[src/rtl/defec_descr_s2p_1x8_if.sv]
// Serial-in / byte-out bundle for the DeFEC descrambler and serial-to-parallel stage.
// The master side drives the serial bit stream and observes the byte stream.
// The slave side (the descrambler) consumes bits and produces bytes.
interface defec_descr_s2p_1x8_if;
  logic       idat;
  logic       ival;
  logic       isop;
  logic [7:0] odat;
  logic       oval;
  logic       osop;
  logic       oeop;
  logic       oerr;

  modport master (
    output idat, ival, isop,
    input  odat, oval, osop, oeop, oerr
  );

  modport slave (
    input  idat, ival, isop,
    output odat, oval, osop, oeop, oerr
  );
endinterface

[src/rtl/defec_descr_s2p_1x8.sv]
// DeFEC descrambler + 1-to-8 serial-to-parallel packer.
// Takes the never-stalling serial stream (bit, valid, start-of-packet), removes additive
// PRBS scrambling, packs bits MSB-first into bytes and flags the first and last byte of
// every FRAME_BYTES-byte frame. A start-of-packet seen mid-frame restarts framing and sets
// the sticky error flag.
// Build option: define DEFEC_DESCR_EN to build the descrambler; without it the received
// bits pass straight into the packer (framing, flags and latency are identical).
module defec_descr_s2p_1x8 #(
  parameter int unsigned FRAME_BYTES = 188
`ifdef DEFEC_DESCR_EN
  ,
  parameter int unsigned LFSR_W = 15,
  parameter int unsigned TAP_A  = 14,
  parameter int unsigned TAP_B  = 13,
  parameter logic [LFSR_W-1:0] SEED = 15'b100101010000000
`endif
) (
  input  logic                 iclk,
  input  logic                 irst,
  defec_descr_s2p_1x8_if.slave bus
);

  typedef enum logic [0:0] {
    ST_IDLE = 1'b0,
    ST_RUN  = 1'b1
  } state_t;

  localparam int unsigned BCW = $clog2(FRAME_BYTES);
  localparam logic [BCW-1:0] LAST_BYTE = BCW'(FRAME_BYTES - 1);

  state_t         state_q, state_d;
  logic [2:0]     bit_cnt_q, bit_cnt_d;
  logic [BCW-1:0] byte_cnt_q, byte_cnt_d;
  logic [6:0]     sh_q, sh_d;
  logic [7:0]     odat_q, odat_d;
  logic           oval_q, oval_d;
  logic           osop_q, osop_d;
  logic           oeop_q, oeop_d;
  logic           oerr_q, oerr_d;
  logic           dbit_s;

`ifdef DEFEC_DESCR_EN
  // SEED is written in the customary stage-1-first order (leftmost character is the stage
  // that receives the feedback), so the register is loaded with it bit-reversed. This makes
  // lfsr[TAP_A]/lfsr[TAP_B] the last two stages and yields 0x03,0xF6,0x08,... for zero data.
  function automatic logic [LFSR_W-1:0] seed_load(input logic [LFSR_W-1:0] s);
    logic [LFSR_W-1:0] r;
    r = {LFSR_W{1'b0}};
    for (int i = 0; i < int'(LFSR_W); i++) begin
      r[i] = s[int'(LFSR_W) - 1 - i];
    end
    return r;
  endfunction

  localparam logic [LFSR_W-1:0] SEED_LD = seed_load(SEED);

  logic [LFSR_W-1:0] lfsr_q, lfsr_d;
  logic [LFSR_W-1:0] lfsr_base_s;
  logic [LFSR_W-1:0] lfsr_step_s;
  logic              fb_s;

  // Keystream bit for the current input; a frame-start bit steps from the reloaded seed.
  always_comb begin
    if (bus.isop) begin
      lfsr_base_s = SEED_LD;
    end else begin
      lfsr_base_s = lfsr_q;
    end
    fb_s        = lfsr_base_s[TAP_A] ^ lfsr_base_s[TAP_B];
    dbit_s      = bus.idat ^ fb_s;
    lfsr_step_s = {lfsr_base_s[LFSR_W-2:0], fb_s};
  end

  // LFSR advances only on bits that belong to a frame (frame-start or RUN-state bits).
  always_comb begin
    lfsr_d = lfsr_q;
    if (bus.ival && (bus.isop || (state_q == ST_RUN))) begin
      lfsr_d = lfsr_step_s;
    end else begin
      lfsr_d = lfsr_q;
    end
  end

  // LFSR state register.
  always_ff @(posedge iclk or negedge irst) begin
    if (!irst) begin
      lfsr_q <= SEED_LD;
    end else begin
      lfsr_q <= lfsr_d;
    end
  end
`else
  // Descrambling not built: the received bit is already the payload bit.
  always_comb begin
    dbit_s = bus.idat;
  end
`endif

  // Framing FSM, bit packer, byte counter and output strobes.
  always_comb begin
    state_d    = state_q;
    bit_cnt_d  = bit_cnt_q;
    byte_cnt_d = byte_cnt_q;
    sh_d       = sh_q;
    odat_d     = odat_q;
    oval_d     = 1'b0;
    osop_d     = 1'b0;
    oeop_d     = 1'b0;
    oerr_d     = oerr_q;

    if (bus.ival) begin
      if (bus.isop) begin
        // Frame start: any partial byte is dropped and this bit becomes bit 0.
        if (state_q == ST_RUN) begin
          oerr_d = 1'b1;
        end else begin
          oerr_d = oerr_q;
        end
        state_d    = ST_RUN;
        bit_cnt_d  = 3'd1;
        byte_cnt_d = {BCW{1'b0}};
        sh_d       = {6'b000000, dbit_s};
      end else begin
        case (state_q)
          ST_RUN: begin
            sh_d      = {sh_q[5:0], dbit_s};
            bit_cnt_d = bit_cnt_q + 3'd1;
            if (bit_cnt_q == 3'd7) begin
              odat_d = {sh_q, dbit_s};
              oval_d = 1'b1;
              osop_d = (byte_cnt_q == {BCW{1'b0}});
              oeop_d = (byte_cnt_q == LAST_BYTE);
              if (byte_cnt_q == LAST_BYTE) begin
                byte_cnt_d = {BCW{1'b0}};
                state_d    = ST_IDLE;
              end else begin
                byte_cnt_d = byte_cnt_q + {{(BCW-1){1'b0}}, 1'b1};
                state_d    = ST_RUN;
              end
            end else begin
              odat_d = odat_q;
            end
          end
          ST_IDLE: begin
            // Bits outside a frame are discarded.
            state_d = ST_IDLE;
          end
          default: begin
            state_d = ST_IDLE;
          end
        endcase
      end
    end else begin
      state_d = state_q;
    end
  end

  // State and output registers.
  always_ff @(posedge iclk or negedge irst) begin
    if (!irst) begin
      state_q    <= ST_IDLE;
      bit_cnt_q  <= 3'd0;
      byte_cnt_q <= {BCW{1'b0}};
      sh_q       <= 7'd0;
      odat_q     <= 8'd0;
      oval_q     <= 1'b0;
      osop_q     <= 1'b0;
      oeop_q     <= 1'b0;
      oerr_q     <= 1'b0;
    end else begin
      state_q    <= state_d;
      bit_cnt_q  <= bit_cnt_d;
      byte_cnt_q <= byte_cnt_d;
      sh_q       <= sh_d;
      odat_q     <= odat_d;
      oval_q     <= oval_d;
      osop_q     <= osop_d;
      oeop_q     <= oeop_d;
      oerr_q     <= oerr_d;
    end
  end

  assign bus.odat = odat_q;
  assign bus.oval = oval_q;
  assign bus.osop = osop_q;
  assign bus.oeop = oeop_q;
  assign bus.oerr = oerr_q;

endmodule

[src/flat_wrapper.sv]
// flat-port wrapper written by rule: the top's interface ports become plain ports
module defec_descr_s2p_1x8_flat 
#(
  parameter int unsigned FRAME_BYTES = 188

)
  (iclk, irst, bus_idat, bus_ival, bus_isop, bus_odat, bus_oval, bus_osop, bus_oeop, bus_oerr);
  defec_descr_s2p_1x8_if bus_i ();
  input  logic iclk;
  input  logic irst;
  input wire logic [$bits(bus_i.idat)-1:0] bus_idat;
  input wire logic [$bits(bus_i.ival)-1:0] bus_ival;
  input wire logic [$bits(bus_i.isop)-1:0] bus_isop;
  output wire logic [$bits(bus_i.odat)-1:0] bus_odat;
  output wire logic [$bits(bus_i.oval)-1:0] bus_oval;
  output wire logic [$bits(bus_i.osop)-1:0] bus_osop;
  output wire logic [$bits(bus_i.oeop)-1:0] bus_oeop;
  output wire logic [$bits(bus_i.oerr)-1:0] bus_oerr;
  assign bus_i.idat = bus_idat;
  assign bus_i.ival = bus_ival;
  assign bus_i.isop = bus_isop;
  assign bus_odat = bus_i.odat;
  assign bus_oval = bus_i.oval;
  assign bus_osop = bus_i.osop;
  assign bus_oeop = bus_i.oeop;
  assign bus_oerr = bus_i.oerr;
  defec_descr_s2p_1x8 #(.FRAME_BYTES(FRAME_BYTES)) u_core (.iclk(iclk), .irst(irst), .bus(bus_i));
endmodule
[config.mk]
export PLATFORM = sky130hd
export DESIGN_NAME = defec_descr_s2p_1x8_flat
export DESIGN_NICKNAME = d
export VERILOG_FILES = /design/src/rtl/defec_descr_s2p_1x8_if.sv /design/src/rtl/defec_descr_s2p_1x8.sv /design/src/flat_wrapper.sv
export SDC_FILE = /design/constraint.sdc
export NUM_CORES = 1
export LEC_CHECK = 0
export BUFFER_PORTS_ARGS = -buffer_cell sky130_fd_sc_hd__buf_2
export CAP_MARGIN = 30
export CORE_ASPECT_RATIO = 2
export CORE_MARGIN = 4
export CORE_UTILIZATION = 50
export DETAILED_ROUTE_END_ITERATION = 8
export HOLD_SLACK_MARGIN = 0.12
export PLACE_DENSITY_LB_ADDON = 0.2
export SLEW_MARGIN = 20
export SYNTH_ARGS = -nofsm -noshare
export SYNTH_HDL_FRONTEND = slang
export SYNTH_SLANG_ARGS = --single-unit
[constraint.sdc]
create_clock -name iclk -period 1.9 [get_ports iclk]
set_input_delay 0.38 -clock iclk [delete_from_list [all_inputs] [get_ports iclk]]
set_output_delay 0.38 -clock iclk [all_outputs]
set_load 0.01 [all_outputs]
==> impl_metrics.json, run 1 <==
{
  "multi_input_area_um2": 573,
  "r2r_setup_slack_ns": 0.22,
  "ant_nets": 0,
  "ys_seq_area_frac": 0.547,
  "net-switching-power_mw": 0.366,
  "clock-sinks": 31,
  "cts_buffers": 5,
  "synth_seq_cells": 31,
  "synth_nets": 148,
  "fin_util": 0.596,
  "routed_wirelength_mm": 2.70,
  "power_frac_comb": 0.107,
  "drc_errors": 0,
  "fin_nets": 165,
  "nFillCells": 232,
  "crit_fanout": 17,
  "wl_per_cell_um": 14.5,
  "drv_cap": 0,
  "p_sw_frac": 0.233,
  "dr.first_iter.drc_count": 35,
  "setup_tns_ns": 0,
  "grt_overflow": 0,
  "worstPathArrival_ns": 1.82,
  "synth_edf_count": 0,
  "synth_top_area_cell": "dfrtp_1",
  "outcome": "complete, no violations",
  "vias": 1106,
  "syn-cell-area_um2": 1420,
  "antennaDiodeCount": 0,
  "htree_levels": 2,
  "synth_common_cells": "dfrtp_1 (31), nand2_1 (24), inv_1 (11)",
  "final.min_clock_period_ns": 1.68,
  "cts_tree": "yes",
  "area_growth_pct": 15.1,
  "synth_cells": 139,
  "worst_hold_slack_ns": 0.127,
  "gp_congestion": 0.823,
  "async_flop_share": 1.00,
  "cts_resized": 0,
  "core-area_um2": 2740,
  "avgSynthCellArea_um2": 10.2,
  "routed_via_density": 5.95,
  "ys_types": 34,
  "track_usage": 0.170,
  "worst_pin_slew_ns": 0.661,
  "initial_core_util": 0.518,
  "dieArea_um2": 3800,
  "first_pass_iters": 4,
  "crit_required_ns": 2.04,
  "core.rowCount": 27,
  "cts_hold_buf": 0,
  "cts_setup_buffers": 0,
  "post-synth-top-count-cell": "dfrtp_1",
  "slew_headroom": 0.559,
  "p_int_mw": 1.20,
  "ios": 17,
  "p_leak_nw": 0.781,
  "path_clk_slew_ns": 0.07,
  "hold_class": "in -> async",
  "path_class": "reg -> reg",
  "antenna_found_initial": 0,
  "seqPwrFrac": 0.471,
  "clock.fmax_ghz": 0.597,
  "grt_pass1_wl_mm": 4.84,
  "ir_worst_vdd_v": 0.000657,
  "fin_skew_ns": 0.0102,
  "setup_viol": 0,
  "io_buffers": 16,
  "grt_pass1_vias": 1094,
  "dpl.hpwl_mm": 1.88,
  "period_share": 0.882,
  "die_h_um": 83.3,
  "power_density_nw_per_um2": 962,
  "synth_area_leaders": "dfrtp_1 (55%), nand2_1 (6.4%), a2bb2oi_1 (4.3%)",
  "rsz0062_at_grt": "false",
  "synthesis.yosys.warnings": 0,
  "clkPwrFrac": 0.422,
  "synth_top_area_share": 0.547,
  "cp-end-kind": "flop",
  "ys.flop_type": "dfrtp_1",
  "drive_gt1_frac": 0.185,
  "slew_violations": 0,
  "cts_buffer_depth": 2,
  "clock_latency_ns": 0.28,
  "cp-start-kind": "flop",
  "cts-root-buf": "clkbuf_8",
  "layout.area.seq_um2": 776,
  "grt_max_degree": 32,
  "hold_viol_final": 0,
  "die_w_um": 45.7
}
==> worst paths after layout <==
check / from / endpoint / depth (start not counted)
worst min register to register: u_core.bus.oerr / u_core.bus.oerr / 1
worst max-delay path: u_core.bit_cnt_q[0] / u_core.byte_cnt_q[7] / 5
min in group iclk: bus_idat / u_core.bus.odat[0] / 3
worst min-delay path: irst / u_core.bus.odat[1] / 1
worst max register to register: u_core.bit_cnt_q[0] / u_core.byte_cnt_q[7] / 5
max in group asynchronous: irst / u_core.bus.oerr / 1
==> kinds of logic after synthesis <==
family,synth area share
buffers and inverters,0.0547
xor gates and xnor gates,0.00618
AOI/OAI and AO/OA,0.193
DFF,0.547
muxes,0.0150
adders and majority gates,0.0353
and+or+nand+nor,0.148
==> cells in the final DEF, fill, tap and decap left out, types with 2 or more instances in the layout <==
master and count:
a21o_1 2, a22o_1 2, a2bb2oi_1 7, nand2_1 24, a21oi_1 5, o22ai_1 7
and4_1 2, dfrtp_1 31, buf_2 16, clkbuf_8 6, inv_1 11, ha_1 4
o21ai_0 9, nor2_1 5, nand3_1 6
==> worst max-delay path, stage by stage (launching register included) <==
cell and delay [ns]:
dfrtp_1 0.39, ha_1 0.17, ha_1 0.26, nand4b_4 0.14, buf_4 0.22, o311ai_0 0.37
==> metal layers <==
layer / up-vias / global-route usage / wire, um
li1: 523 / - / -
met1: 543 / 0.199 / 1050
met2: 30 / 0.268 / 1450
met3: 10 / 0.0412 / 117
met4: 0 / 0.0960 / 87
met5: - / 0 / 0
==> registers in the layout (all words and copies together) (netlist names) <==
signal	count
u_core.bus.odat	8
u_core.sh_q	7
u_core.state_q	1
u_core.bus.oeop	1
u_core.bus.oval	1
u_core.bit_cnt_q	3
u_core.byte_cnt_q	8
u_core.bus.oerr	1
u_core.bus.osop	1
==> cell type report <==
class / instances / area share
clock buffers: 6 / 0.0506
multi-input cells: 90 / 0.351
inverters: 11 / 0.0253
clock inverters: 2 / 0.0215
flip-flops and latches: 31 / 0.475
repair buffers: 17 / 0.0537
well taps: 29 / 0.0222
==> power groups by stage <==
stage	clock network [mW]	registers, mW	logic, mW
detailed placement	0	0.751	0.171
global route	0.698	0.744	0.197
global placement	0	0.747	0.166
CTS	0.673	0.739	0.172
finish	0.662	0.739	0.168
floorplan	0	0.762	0.0903
==> metrics by stage <==
step | cell area (um^2) | power (mW) | setup slack (ns) | std cells
after CTS | 1620 | 1.58 | 0.0672 | 186
after detailed placement | 1510 | 0.922 | 0.0793 | 178
after floorplan | 1420 | 0.852 | 0.392 | 139
after global placement | 1510 | 0.914 | 0.175 | 178
final | 1630 | 1.57 | 0.224 | 186
after global routing | 1630 | 1.64 | 0.0291 | 186
No activity file was read; power rests on OpenSTA's default activity.
==> inputs of run 2 (changes only) <==
--- a/config.mk
+++ b/config.mk
@@ -7,9 +7,11 @@
 export LEC_CHECK = 0
 export BUFFER_PORTS_ARGS = -buffer_cell sky130_fd_sc_hd__buf_2
 export CAP_MARGIN = 30
+export CELL_PAD_IN_SITES_DETAIL_PLACEMENT = 1
+export CELL_PAD_IN_SITES_GLOBAL_PLACEMENT = 1
 export CORE_ASPECT_RATIO = 2
 export CORE_MARGIN = 4
-export CORE_UTILIZATION = 50
+export CORE_UTILIZATION = 44
 export DETAILED_ROUTE_END_ITERATION = 8
 export HOLD_SLACK_MARGIN = 0.12
 export PLACE_DENSITY_LB_ADDON = 0.2
==> constraint.sdc (replaced) <==
create_clock -name iclk -period 1.9 [get_ports iclk]
set_input_delay 0.19 -clock iclk [delete_from_list [all_inputs] [get_ports iclk]]
set_output_delay 0.19 -clock iclk [all_outputs]
set_load 0.01 [all_outputs]
==> run 2 against run 1 <==
  * Global-route usage increased by 2.1 points
  * Routed wire length rose by 26%
  * Fmax decreased by 4.2%
  * Worst hold slack better by 0.15 ns
  * Critical path depth up 1
  * Clock power fell by 14%
==> impl_metrics.json, run 2 (same netlist as run 1, synthesis figures left out) <==
{
  "cp-start-kind": "flop",
  "path_clk_slew_ns": 0.07,
  "clock.fmax_ghz": 0.572,
  "r2r_setup_slack_ns": 0.15,
  "antennaDiodeCount": 0,
  "fin_nets": 168,
  "cts_buffer_depth": 2,
  "core-area_um2": 3010,
  "ios": 17,
  "fin_util": 0.545,
  "io_buffers": 16,
  "drive_gt1_frac": 0.181,
  "slew_headroom": 0.538,
  "ant_nets": 0,
  "htree_levels": 2,
  "die_w_um": 48.1,
  "slew_violations": 0,
  "antenna_found_initial": 0,
  "hold_class": "in -> reg",
  "outcome": "complete, no violations",
  "crit_fanout": 6,
  "cts_setup_buffers": 0,
  "cts_tree": "yes",
  "grt_pass1_vias": 1214,
  "period_share": 0.921,
  "nFillCells": 356,
  "die_h_um": 88.3,
  "crit_required_ns": 2.08,
  "final.min_clock_period_ns": 1.75,
  "path_class": "reg -> reg",
  "vias": 1137,
  "area_growth_pct": 15.9,
  "p_leak_nw": 0.785,
  "initial_core_util": 0.471,
  "layout_common_cells": "dfrtp_1 (31), nand2_1 (24), buf_2 (16)",
  "crit_path_cell_trace": "ha_1 -> ha_1 -> a21o_1 -> nand2_1 -> inv_1 -> o21ai_0",
  "grt_max_degree": 32,
  "worst_pin_slew_ns": 0.692,
  "dpl.hpwl_mm": 2.36,
  "cp_slowest_stage_delay_ns": 0.42,
  "clock_latency_ns": 0.28,
  "cp-end-kind": "flop",
  "core.rowCount": 28,
  "routed_via_density": 5.98,
  "gp_congestion": 0.780,
  "crit_slowest_cell": "dfrtp_1",
  "worst_hold_slack_ns": 0.281,
  "setup_viol": 0,
  "wl_per_cell_um": 17.9,
  "clock-sinks": 31,
  "ir_worst_vdd_v": 0.000689,
  "layout.cells.most_common": "dfrtp_1",
  "cts_buffers": 5,
  "first_pass_iters": 4,
  "power_density_nw_per_um2": 906,
  "routed_wirelength_mm": 3.40,
  "cts-root-buf": "clkbuf_8",
  "fin_skew_ns": 0.00466,
  "cp_common_cell": "ha_1",
  "track_usage": 0.191,
  "grt_pass1_wl_mm": 5.66,
  "dieArea_um2": 4250,
  "dr.first_iter.drc_count": 25,
  "drv_cap": 0,
  "grt_overflow": 0,
  "worstPathArrival_ns": 1.93,
  "drc_errors": 0,
  "hold_viol_final": 0
}
run 2: worst paths after layout:
check                                    startpoint                   end  depth (start not counted)
worst max-delay path            u_core.bit_cnt_q[0]  u_core.byte_cnt_q[1]                          6
worst min-delay path                       bus_isop   u_core.bit_cnt_q[1]                          2
worst max register to register  u_core.bit_cnt_q[0]  u_core.byte_cnt_q[1]                          6
worst min register to register      u_core.bus.oerr       u_core.bus.oerr                          1
max in group asynchronous                      irst  u_core.byte_cnt_q[0]                          2
min in group asynchronous                      irst   u_core.bit_cnt_q[0]                          2
run 2: layout make-up:
class | instances | area, um^2 | area share
inverter | 11 | 41.3 | 0.0251
clock buffer | 8 | 100 | 0.0609
timing repair buffer | 20 | 115 | 0.0701
sequential | 31 | 776 | 0.472
multi-input combinational | 90 | 573 | 0.349
tap | 30 | 37.5 | 0.0228
run 2: routing by layer:
metal	up-vias	routed length [um]	GRT usage
li1	528	-	-
met1	575	1170	0.188
met2	23	1980	0.337
met3	11	128	0.0407
met4	0	129	0.115
met5	-	0	0
run 2: timing repair:
action | in CTS | in global routing
hold endpoints to repair | 32 | 0
setup endpoints to repair | 0 | 7
hold buffers | 2 | 0
resized for setup | 0 | 1
run 2: stage by stage:
step | TNS, ns | instances | power (mW) | cell area, um^2 | setup WS, ns
global placement | 0 | 180 | 0.917 | 1510 | 0.133
floorplan | 0 | 139 | 0.852 | 1420 | 0.392
detailed placement | 0 | 180 | 0.931 | 1510 | 0.0105
finish | 0 | 190 | 1.49 | 1640 | 0.151
CTS | 0 | 190 | 1.51 | 1630 | 0.0137
global route | -0.0476 | 190 | 1.58 | 1640 | -0.0385
run 2: power breakdown:
group | leakage, nW | internal [mW] | switching [mW]
clock | 0.0515 | 0.330 | 0.241
combinational | 0.322 | 0.0725 | 0.105
sequential | 0.411 | 0.711 | 0.0288
run 2: critical path, delay by kind of cell, from the launching register on:
family	cells	cell delay, ns
fa+ha+maj	2	0.49
flops	1	0.42
compound gates	2	0.40
simple gates	1	0.21
buf+inv	1	0.12
